**src/rtl/dmem_stbuf_pkg.sv**
```systemverilog
// Shared constants and entry type for the data-memory store buffer.
// AW/DW defaults are shared with the data-memory instance.
package dmem_stbuf_pkg;

    localparam int STBUF_DEPTH = 4;
    localparam int STBUF_AW    = 6;
    localparam int STBUF_DW    = 32;
    localparam int STBUF_PTR_W = $clog2(STBUF_DEPTH);
    localparam int STBUF_CNT_W = STBUF_PTR_W + 1;

    typedef struct packed {
        logic                valid;
        logic [STBUF_AW-1:0] addr;
        logic [STBUF_DW-1:0] data;
    } entry_t;

endpackage

```
**src/rtl/dmem_store_buffer_if.sv**
```systemverilog
// Core-side and memory-side signals of the store buffer.
// slave = the buffer itself, master = the core/memory environment.
interface dmem_store_buffer_if;
    import dmem_stbuf_pkg::*;

    logic                cpu_we;
    logic                cpu_re;
    logic [STBUF_AW-1:0] cpu_a;
    logic [STBUF_DW-1:0] cpu_d;
    logic [STBUF_DW-1:0] cpu_q;
    logic                stall;
    logic                empty;
    logic                mem_we;
    logic [STBUF_AW-1:0] mem_a;
    logic [STBUF_DW-1:0] mem_d;
    logic [STBUF_DW-1:0] mem_q;
    logic                mem_ready;

    modport slave (
        input  cpu_we, cpu_re, cpu_a, cpu_d, mem_q, mem_ready,
        output cpu_q, stall, empty, mem_we, mem_a, mem_d
    );

    modport master (
        output cpu_we, cpu_re, cpu_a, cpu_d, mem_q, mem_ready,
        input  cpu_q, stall, empty, mem_we, mem_a, mem_d
    );

endinterface

```
**src/rtl/stbuf_fwd_match.sv**
```systemverilog
// Youngest-match selector for store-to-load forwarding.
// Walks from oldest slot (tail) to youngest (tail-1) so the last hit wins.
module stbuf_fwd_match
    import dmem_stbuf_pkg::*;
#(
    parameter int DEPTH = STBUF_DEPTH,
    parameter int PTR_W = $clog2(DEPTH)
) (
    input  entry_t              ents [DEPTH],
    input  logic [PTR_W-1:0]    tail,
    input  logic [STBUF_AW-1:0] a,
    output logic                hit,
    output logic [STBUF_DW-1:0] data
);

    always_comb begin
        logic [PTR_W-1:0] idx;
        hit  = 1'b0;
        data = '0;
        idx  = '0;
        for (int k = DEPTH; k >= 1; k--) begin
            idx = tail - PTR_W'(k);
            if (ents[idx].valid && (ents[idx].addr == a)) begin
                hit  = 1'b1;
                data = ents[idx].data;
            end
        end
    end

endmodule

```
**src/rtl/dmem_store_buffer.sv**
```systemverilog
// Posted-write store buffer with in-order drain and load forwarding.
// Optional DMEM_STBUF_COALESCE_EN: same-address store merges into youngest entry.
module dmem_store_buffer
    import dmem_stbuf_pkg::*;
#(
    parameter int DEPTH = STBUF_DEPTH
) (
    input logic                clk,
    input logic                rst,
    dmem_store_buffer_if.slave bus
);

    localparam int PTR_W = $clog2(DEPTH);
    localparam int CNT_W = PTR_W + 1;

    entry_t              ents [DEPTH];
    logic [PTR_W-1:0]    head;
    logic [PTR_W-1:0]    tail;
    logic [CNT_W-1:0]    count;
    logic                full;
    logic                drain;
    logic                enq;
    logic                coal;
    logic                fwd_hit;
    logic [STBUF_DW-1:0] fwd_data;

    assign full      = (count == CNT_W'(DEPTH));
    assign bus.empty = (count == '0);
    assign drain     = !bus.empty && bus.mem_ready && !bus.cpu_re;

`ifdef DMEM_STBUF_COALESCE_EN
    logic [PTR_W-1:0] youngest;
    assign youngest = tail - PTR_W'(1);
    // A merge into the head while it drains would be lost, so allocate instead.
    assign coal = bus.cpu_we && ents[youngest].valid &&
                  (ents[youngest].addr == bus.cpu_a) &&
                  !(drain && (youngest == head));
`else
    assign coal = 1'b0;
`endif

    assign enq       = bus.cpu_we && !full && !coal;
    assign bus.stall = bus.cpu_we && full && !coal;

    always_ff @(posedge clk or negedge rst) begin
        if (!rst) begin
            head  <= '0;
            tail  <= '0;
            count <= '0;
            for (int i = 0; i < DEPTH; i++) begin
                ents[i].valid <= 1'b0;
            end
        end else begin
            if (drain) begin
                ents[head].valid <= 1'b0;
                head             <= head + PTR_W'(1);
            end
            if (enq) begin
                ents[tail] <= '{valid: 1'b1, addr: bus.cpu_a, data: bus.cpu_d};
                tail       <= tail + PTR_W'(1);
            end
`ifdef DMEM_STBUF_COALESCE_EN
            if (coal) begin
                ents[youngest].data <= bus.cpu_d;
            end
`endif
            count <= count + CNT_W'(enq) - CNT_W'(drain);
        end
    end

    stbuf_fwd_match #(
        .DEPTH (DEPTH),
        .PTR_W (PTR_W)
    ) u_fwd (
        .ents (ents),
        .tail (tail),
        .a    (bus.cpu_a),
        .hit  (fwd_hit),
        .data (fwd_data)
    );

    assign bus.cpu_q  = (bus.cpu_re && fwd_hit) ? fwd_data : bus.mem_q;
    assign bus.mem_we = drain;
    assign bus.mem_a  = bus.cpu_re ? bus.cpu_a : ents[head].addr;
    assign bus.mem_d  = ents[head].data;

endmodule

```
**src/flat_wrapper.sv**
```systemverilog
// flat-port wrapper written by rule: the top's interface ports become plain ports
module dmem_store_buffer_flat import dmem_stbuf_pkg::*;
#(
    parameter int DEPTH = STBUF_DEPTH
)
  (clk, rst, bus_cpu_we, bus_cpu_re, bus_cpu_a, bus_cpu_d, bus_mem_q, bus_mem_ready, bus_cpu_q, bus_stall, bus_empty, bus_mem_we, bus_mem_a, bus_mem_d);
  dmem_store_buffer_if bus_i ();
  input logic clk;
  input logic rst;
  input wire logic [$bits(bus_i.cpu_we)-1:0] bus_cpu_we;
  input wire logic [$bits(bus_i.cpu_re)-1:0] bus_cpu_re;
  input wire logic [$bits(bus_i.cpu_a)-1:0] bus_cpu_a;
  input wire logic [$bits(bus_i.cpu_d)-1:0] bus_cpu_d;
  input wire logic [$bits(bus_i.mem_q)-1:0] bus_mem_q;
  input wire logic [$bits(bus_i.mem_ready)-1:0] bus_mem_ready;
  output wire logic [$bits(bus_i.cpu_q)-1:0] bus_cpu_q;
  output wire logic [$bits(bus_i.stall)-1:0] bus_stall;
  output wire logic [$bits(bus_i.empty)-1:0] bus_empty;
  output wire logic [$bits(bus_i.mem_we)-1:0] bus_mem_we;
  output wire logic [$bits(bus_i.mem_a)-1:0] bus_mem_a;
  output wire logic [$bits(bus_i.mem_d)-1:0] bus_mem_d;
  assign bus_i.cpu_we = bus_cpu_we;
  assign bus_i.cpu_re = bus_cpu_re;
  assign bus_i.cpu_a = bus_cpu_a;
  assign bus_i.cpu_d = bus_cpu_d;
  assign bus_i.mem_q = bus_mem_q;
  assign bus_i.mem_ready = bus_mem_ready;
  assign bus_cpu_q = bus_i.cpu_q;
  assign bus_stall = bus_i.stall;
  assign bus_empty = bus_i.empty;
  assign bus_mem_we = bus_i.mem_we;
  assign bus_mem_a = bus_i.mem_a;
  assign bus_mem_d = bus_i.mem_d;
  dmem_store_buffer #(.DEPTH(DEPTH)) u_core (.clk(clk), .rst(rst), .bus(bus_i));
endmodule
```
**config.mk**
```make
export PLATFORM = sky130hd
export DESIGN_NAME = dmem_store_buffer_flat
export DESIGN_NICKNAME = d
export VERILOG_FILES = /design/src/rtl/dmem_stbuf_pkg.sv /design/src/rtl/dmem_store_buffer_if.sv /design/src/rtl/stbuf_fwd_match.sv /design/src/rtl/dmem_store_buffer.sv /design/src/flat_wrapper.sv
export SDC_FILE = /design/constraint.sdc
export NUM_CORES = 1
export LEC_CHECK = 0
export ABC_AREA = 1
export CORE_MARGIN = 2
export CORE_UTILIZATION = 45
export CTS_BUF_LIST = sky130_fd_sc_hd__clkbuf_16
export DETAILED_ROUTE_END_ITERATION = 10
export GPL_TIMING_DRIVEN = 0
export PLACE_DENSITY = 0.67
export SLEW_MARGIN = 25
export SYNTH_ARGS = -nofsm -noshare
export SYNTH_HDL_FRONTEND = slang
export SYNTH_SLANG_ARGS = --single-unit
```
**constraint.sdc**
```tcl
create_clock -name clk -period 11.9 [get_ports clk]
set_input_delay 2.975 -clock clk [delete_from_list [all_inputs] [get_ports clk]]
set_output_delay 2.975 -clock clk [all_outputs]
set_load 0.02 [all_outputs]
```
=== Word-level counts from Yosys, hierarchy flattened ===
Index checks and enable logic that the tools add are counted.

* Flip-flop bits (word level): 163

* Add/sub/neg operators: 7
* Order comparisons: 7
* Eq/ne operators: 5
* Mux-type cells: 33
* Bitwise operators: 5
* Reductions and logical operators: 15

{| class="wikitable"
|+ Operators with widths
! operator !! number
|-
| 39-bit binary-select mux with 2-bit select || 5
|-
| 39-bit 2-to-1 mux || 10
|-
| 156-bit bitwise mux || 2
|-
| 156-bit 2-to-1 mux || 2
|-
| 32-bit 2-to-1 mux || 5
|-
| 39-bit demux with 2-bit select || 2
|-
| 38-bit 2-to-1 mux || 2
|-
| 6-bit equality test || 4
|-
| 3-bit greater-or-equal comparator (second input constant) || 5
|-
| 2-bit inverter with 3-bit output || 5
|-
| 1-bit logical AND || 11
|-
| 3-bit by 1-bit < comparator with 1-bit output (second input constant) || 2
|-
| 6-bit 2-to-1 mux || 1
|-
| 2-bit by 1-bit adder with 2-bit output (second input constant) || 2
|-
| 1-bit 2-to-1 mux || 4
|-
| 2-bit subtractor (second input constant) || 2
|-
| 3-bit by 1-bit adder with 3-bit output || 1
|-
| 3-bit equality test (second input constant) || 1
|-
| 1-bit logical NOT || 3
|-
| 3-bit logical NOT || 1
|-
| 3-bit by 1-bit subtractor with 3-bit output || 1
|-
| 2-bit by 1-bit subtractor with 2-bit output (second input constant) || 1
|}

=== Longest topological paths before layout ===
* Word-level depth: 12
* Mapped depth: 22
* Depth with buffers taken out: 16

=== Cells and area by module ===
A second synthesis with hierarchy kept.

* Cell total of the unflattened synthesis: 1,893
* Area total of the unflattened synthesis: 13,319.0 sq um

{| class="wikitable"
|+ By module, submodules not included
! module !! instances !! cells each !! area each (sq um)
|-
| dmem_store_buffer || 1 || 736 || 7,748.7
|-
| stbuf_fwd_match || 1 || 1,157 || 5,570.3
|}

=== Least setup slack after synthesis ===
OpenSTA, ideal clock, no wires.

* Path type: input port to output port
* Start: input bus_cpu_a[3]
* End: output bus_cpu_q[23]
* Arrival: 4.255 ns
* Required time: 8.925 ns
* Setup slack: 4.670 ns
* Stages on the path: 13
* Cells stage by stage: clkinv_1 -> nand3_1 -> nand2_1 -> nor2_1 -> nand2_1 -> nor2_2 -> nor2_1 -> nand2_2 -> nand2_4 -> buf_6 -> nor2_1 -> nand2_1 -> nand2_1

* Cells in the longest elaborated chain, start to end: 8

{| class="wikitable"
|+ Ends and longest elaborated chain
! item !! RTL line !! RTL
|-
| from (decl) || flat_wrapper.sv:12 || <nowiki>input wire logic [$bits(bus_i.cpu_a)-1:0] bus_cpu_a;</nowiki>
|-
| 6-bit equality test || stbuf_fwd_match.sv:23 || <nowiki>if (ents[idx].valid && (ents[idx].addr == a)) begin</nowiki>
|-
| 1-bit logical AND || stbuf_fwd_match.sv:23 ||
|-
| 1-bit 2-to-1 mux (4 in a row) || stbuf_fwd_match.sv:23 ||
|-
| 1-bit logical AND || dmem_store_buffer.sv:82 || <nowiki>assign bus.cpu_q = (bus.cpu_re && fwd_hit) ? fwd_data : bus.mem_q;</nowiki>
|-
| 32-bit 2-to-1 mux * || dmem_store_buffer.sv:82 ||
|-
| to (decl) || flat_wrapper.sv:16 || <nowiki>output wire logic [$bits(bus_i.cpu_q)-1:0] bus_cpu_q;</nowiki>
|}

Mark *: on every way between the ends. The rest lies on a longest branch, timed or not.

=== Final worst setup path ===
* Start: input bus_cpu_a[3]
* End: output bus_cpu_q[20]

Same word-level chain as after synthesis.

==> implementation parameters <==
Parameter                              Value

Global routing
  Pin count of the biggest net entering global routing    18
  Global router's overall resource usage    0.348
  Initial antenna violation count    2
  Number of global-route vias before repair    13,200
  First-pass GRT wire length    between 70,000 and 80,000 um
  Aggregate global routing overflow    0

Floorplanning
  Number of primary I/O pins    approximately 150
  Die span in y    approximately 170 um
  Starting utilization of the core area    0.460
  DIE AREA    about 0.029 sq mm
  Die X-Extent    approximately 170 um
  Standard-cell row count    60
  Core area    0.0270 sq mm

Clocking
  Insertion delay to the later sink of the worst-skew pair    0.44 ns
  Buffer type at the clock tree root    sky130_fd_sc_hd__clkbuf_16
  Cells resized by post-CTS repair    0
  CTS Hold Bufs    0
  Number of setup buffers added after CTS    0
  TritonCTS buffer count    17
  Total number of clock tree sinks    ~160
  Number of H-tree levels    4
  TritonCTS clock tree    done
  Maximum clock path buffer count    2
  Clock edge transition at the registers on the reported setup and hold paths    about 0.070 ns

STA
  Setup-violating endpoint count in the final report    0
  Final Hold Violating Endpoints    0
  Setup repair after global routing missed its margin    false
  Clock skew after layout    about 0.014 ns
  Time the worst path needs with I/O delays and setup    between 9 and 10 ns
  Share of the clock period used by the worst path    0.774
  Final Max Slew Viols    0
  Slew of the pin with the lowest slew margin    1.12 ns
  Upper clock frequency limit    between 0.1 and 0.15 GHz
  Max-slew headroom at the worst pin    0.255
  Post-route setup TNS    0 ns
  Least setup slack across all paths after layout    2.69 ns

Min path
  HP Class    register to register
  Beginning of the worst hold path    u_core.ents[155]$_DFF_PN0_

Logic synthesis
  Post-synth design cell area    ~0.012 sq mm
  Count of state elements after synthesis    163
  Synth warn    0
  Part of the Yosys area used for sequential elements    0.389
  Largest family of logic cells by synthesized area    simple AND/OR/NAND/NOR gates
  Synth unique cells    27
  Post-synthesis mux area share    0.0515
  Cell count after synthesis    ~1,800
  Post-Synthesis Mean Instance Area    ~6.7 sq um
  Synthesized Nets    about 1,900
  Post-Synth Simple-Gate Area    0.305
  Post-synthesis xor/xnor area fraction    0.00282
  Share of synthesized cell area in full adder, half adder and majority cells    0.0117
  Synthesized-area fraction occupied by ao, oa, aoi and oai cells    0.157

Worst setup path
  Worst path required time    about 9 ns
  Type of element capturing the critical path    primary output
  Category of the worst setup path launch point    input pin
  Startpoint of the most critical register-to-register path    u_core.tail[1]$_DFFE_PN0P_
  Launching instance or port of the critical path    bus_cpu_a[3]
  FF-to-FF setup slack    between 7 and 8 ns
  Reg-to-reg endpoint    u_core.tail[1]$_DFFE_PN0P_
  WP data arrival    approximately 6.2 ns
  Crit Path Max Fanout    10
  Startpoint-to-endpoint class of the critical path    input pin to primary output
  Worst Setup EP    bus_cpu_q[20]
  Path depth of the worst reg2reg path    11

Placed design
  Number of buffer cells added on primary ports    approximately 150
  Hpwl dp    about 35,000 um
  Worst setup timing slack at the placement stage    about 2.8 ns
  Placer's final routability congestion estimate    roughly 0.97

Route
  Via density per instance    5.80
  Iteration count of the initial detailed-routing pass    8
  Final routed wirelength across all metal layers    about 50,000 um
  Via count    about 14,000
  Number of remaining DRC errors    0
  ANT nets after route    0
  DR iter-0 viols    roughly 1,500
  Routed wirelength normalized by instance count    between 20 and 25 um

Job
  Count of maximum capacitance violations    0

Final layout
  Nets    2,109
  Area added between synthesis and finish    22.0%
  Total of fill cells in the finished design    2,588
  Area occupied by registers    between 0.004 and 0.005 sq mm
  Fraction of layout instances using a drive strength above 1    0.0501
  Area used by multi-input combinational logic    roughly 0.0066 sq mm

Power and ir drop
  Cell Pwr Density    around 260 mW/mm^2
  Total leakage power    a little under 7 nW
  Worst ir drop on vdd    ~0.16 mV

Run status
  Result of the run    finished, final reports clean
[power breakdown]
group	internal, mW	switching [mW]	total (mW)
Combinational	0.813	1.79	2.61
Sequential	0.714	0.0514	0.766
Clock	0.294	0.255	0.550
[kinds of logic after synthesis]
kind of cell,after synthesis
and+or+nand+nor,976
AOI/OAI and AO/OA,380
buffers and inverters,250
DFF,163
muxes,64
adders and majority gates,11
xor gates and xnor gates,4
[flip-flops by register name (all words and copies together), names as in the netlist]
signal	cells
u_core.ents	156
u_core.count	3
u_core.head	2
u_core.tail	2
[through the flow]
stage          utilization  hold WS (ns)  cells  power (mW)  instance area [sq um]
4_1_cts              0.561         0.536   2377        3.83                  15200
2_1_floorplan            -         0.462   1848        2.32                  12400
3_5_place_dp         0.540         0.517   2345        3.29                  14600
5_1_grt              0.562         0.557   2377        4.15                  15200
6_report             0.562         0.532   2378        3.92                  15200
3_3_place_gp         0.530         0.515   2336        3.23                  14300
[synthesized netlist by cell type]
| library cell | instances | share of area |
|---|---|---|
| sky130_fd_sc_hd__and2_0 | 1 | 0.00050 |
| sky130_fd_sc_hd__edfxtp_1 | 152 | 0.37 |
| sky130_fd_sc_hd__clkinv_1 | 4 | 0.0012 |
| sky130_fd_sc_hd__a21oi_1 | 66 | 0.027 |
| sky130_fd_sc_hd__o22ai_1 | 38 | 0.019 |
| sky130_fd_sc_hd__nor2_4 | 1 | 0.00091 |
| sky130_fd_sc_hd__buf_1 | 7 | 0.0021 |
| sky130_fd_sc_hd__xor2_1 | 3 | 0.0021 |
| sky130_fd_sc_hd__nor2_2 | 2 | 0.0010 |
| sky130_fd_sc_hd__dfrtp_1 | 11 | 0.022 |
| sky130_fd_sc_hd__mux2i_1 | 64 | 0.052 |
| sky130_fd_sc_hd__xnor2_1 | 1 | 0.00070 |
| sky130_fd_sc_hd__inv_1 | 111 | 0.034 |
| sky130_fd_sc_hd__nand2_2 | 1 | 0.00050 |
| sky130_fd_sc_hd__nand2_4 | 1 | 0.00091 |
| sky130_fd_sc_hd__o21ai_0 | 276 | 0.11 |
| sky130_fd_sc_hd__fa_1 | 1 | 0.0016 |
| sky130_fd_sc_hd__buf_4 | 5 | 0.0030 |
| sky130_fd_sc_hd__inv_2 | 5 | 0.0015 |
| sky130_fd_sc_hd__nor3_1 | 1 | 0.00040 |
| sky130_fd_sc_hd__buf_2 | 36 | 0.014 |
| sky130_fd_sc_hd__nand2_1 | 579 | 0.17 |
| sky130_fd_sc_hd__ha_1 | 10 | 0.010 |
| sky130_fd_sc_hd__nand3_1 | 78 | 0.031 |
| sky130_fd_sc_hd__nor2_1 | 312 | 0.094 |
| sky130_fd_sc_hd__clkbuf_1 | 77 | 0.023 |
| sky130_fd_sc_hd__buf_6 | 5 | 0.0045 |
[routing by layer]
| metal | wire, um | GRT usage | vias up |
|---|---|---|---|
| met2 | 22300 | 0.556 | 873 |
| met4 | 1880 | 0.157 | 0 |
| li1 | - | - | 6420 |
| met5 | 0 | 0 | - |
| met1 | 19900 | 0.459 | 6351 |
| met3 | 5680 | 0.0660 | 144 |
[critical path: stages]
cell and delay [ns]:
sky130_fd_sc_hd__clkdlybuf4s50_1 0.60, sky130_fd_sc_hd__clkinv_1 0.28, sky130_fd_sc_hd__nand3_1 0.16, sky130_fd_sc_hd__nand2_1 0.09, sky130_fd_sc_hd__nor2_1 0.10, sky130_fd_sc_hd__nand2_1 0.09, sky130_fd_sc_hd__nor2_2 0.46, sky130_fd_sc_hd__inv_2 0.18
sky130_fd_sc_hd__buf_2 0.25, sky130_fd_sc_hd__nand2_1 0.09, sky130_fd_sc_hd__nand2_1 0.05, sky130_fd_sc_hd__nand2_1 0.06, sky130_fd_sc_hd__nand2_1 0.13, sky130_fd_sc_hd__nand2_1 0.09, sky130_fd_sc_hd__clkdlybuf4s50_1 0.59
[placed cells by master, fill, tap and decap left out, drive strengths merged, types with 11 or more instances in the layout]
cell type,netlist,layout
a21oi,66,66
buf,53,62
clkbuf,77,94
clkdlybuf4s50,0,147
dfrtp,11,11
edfxtp,152,152
inv,116,126
mux2i,64,64
nand2,581,581
nand3,78,78
nor2,315,315
o21ai,276,276
o22ai,38,38
[cell type report]
type	count	share of cell area
antenna	1	0.000165
buffer	130	0.0391
clock buffer	17	0.0280
clock inverter	15	0.00964
inverter	120	0.0297
multi-input combinational	1435	0.434
sequential	163	0.319
tap	341	0.0281
timing repair buffer	156	0.112
[worst min-delay path by stage]
stage | endpoint | slack (ns) | depth (start not counted)
floorplan | u_core.ents[38]$_DFF_PN0_ | 0.46 | 2
global placement | u_core.ents[116]$_DFF_PN0_ | 0.52 | 2
detailed placement | u_core.ents[155]$_DFF_PN0_ | 0.52 | 2
CTS | u_core.ents[155]$_DFF_PN0_ | 0.54 | 2
global route | u_core.ents[116]$_DFF_PN0_ | 0.56 | 2
finish | u_core.ents[155]$_DFF_PN0_ | 0.53 | 2
Note: power is estimated with default switching activity, not from simulation.
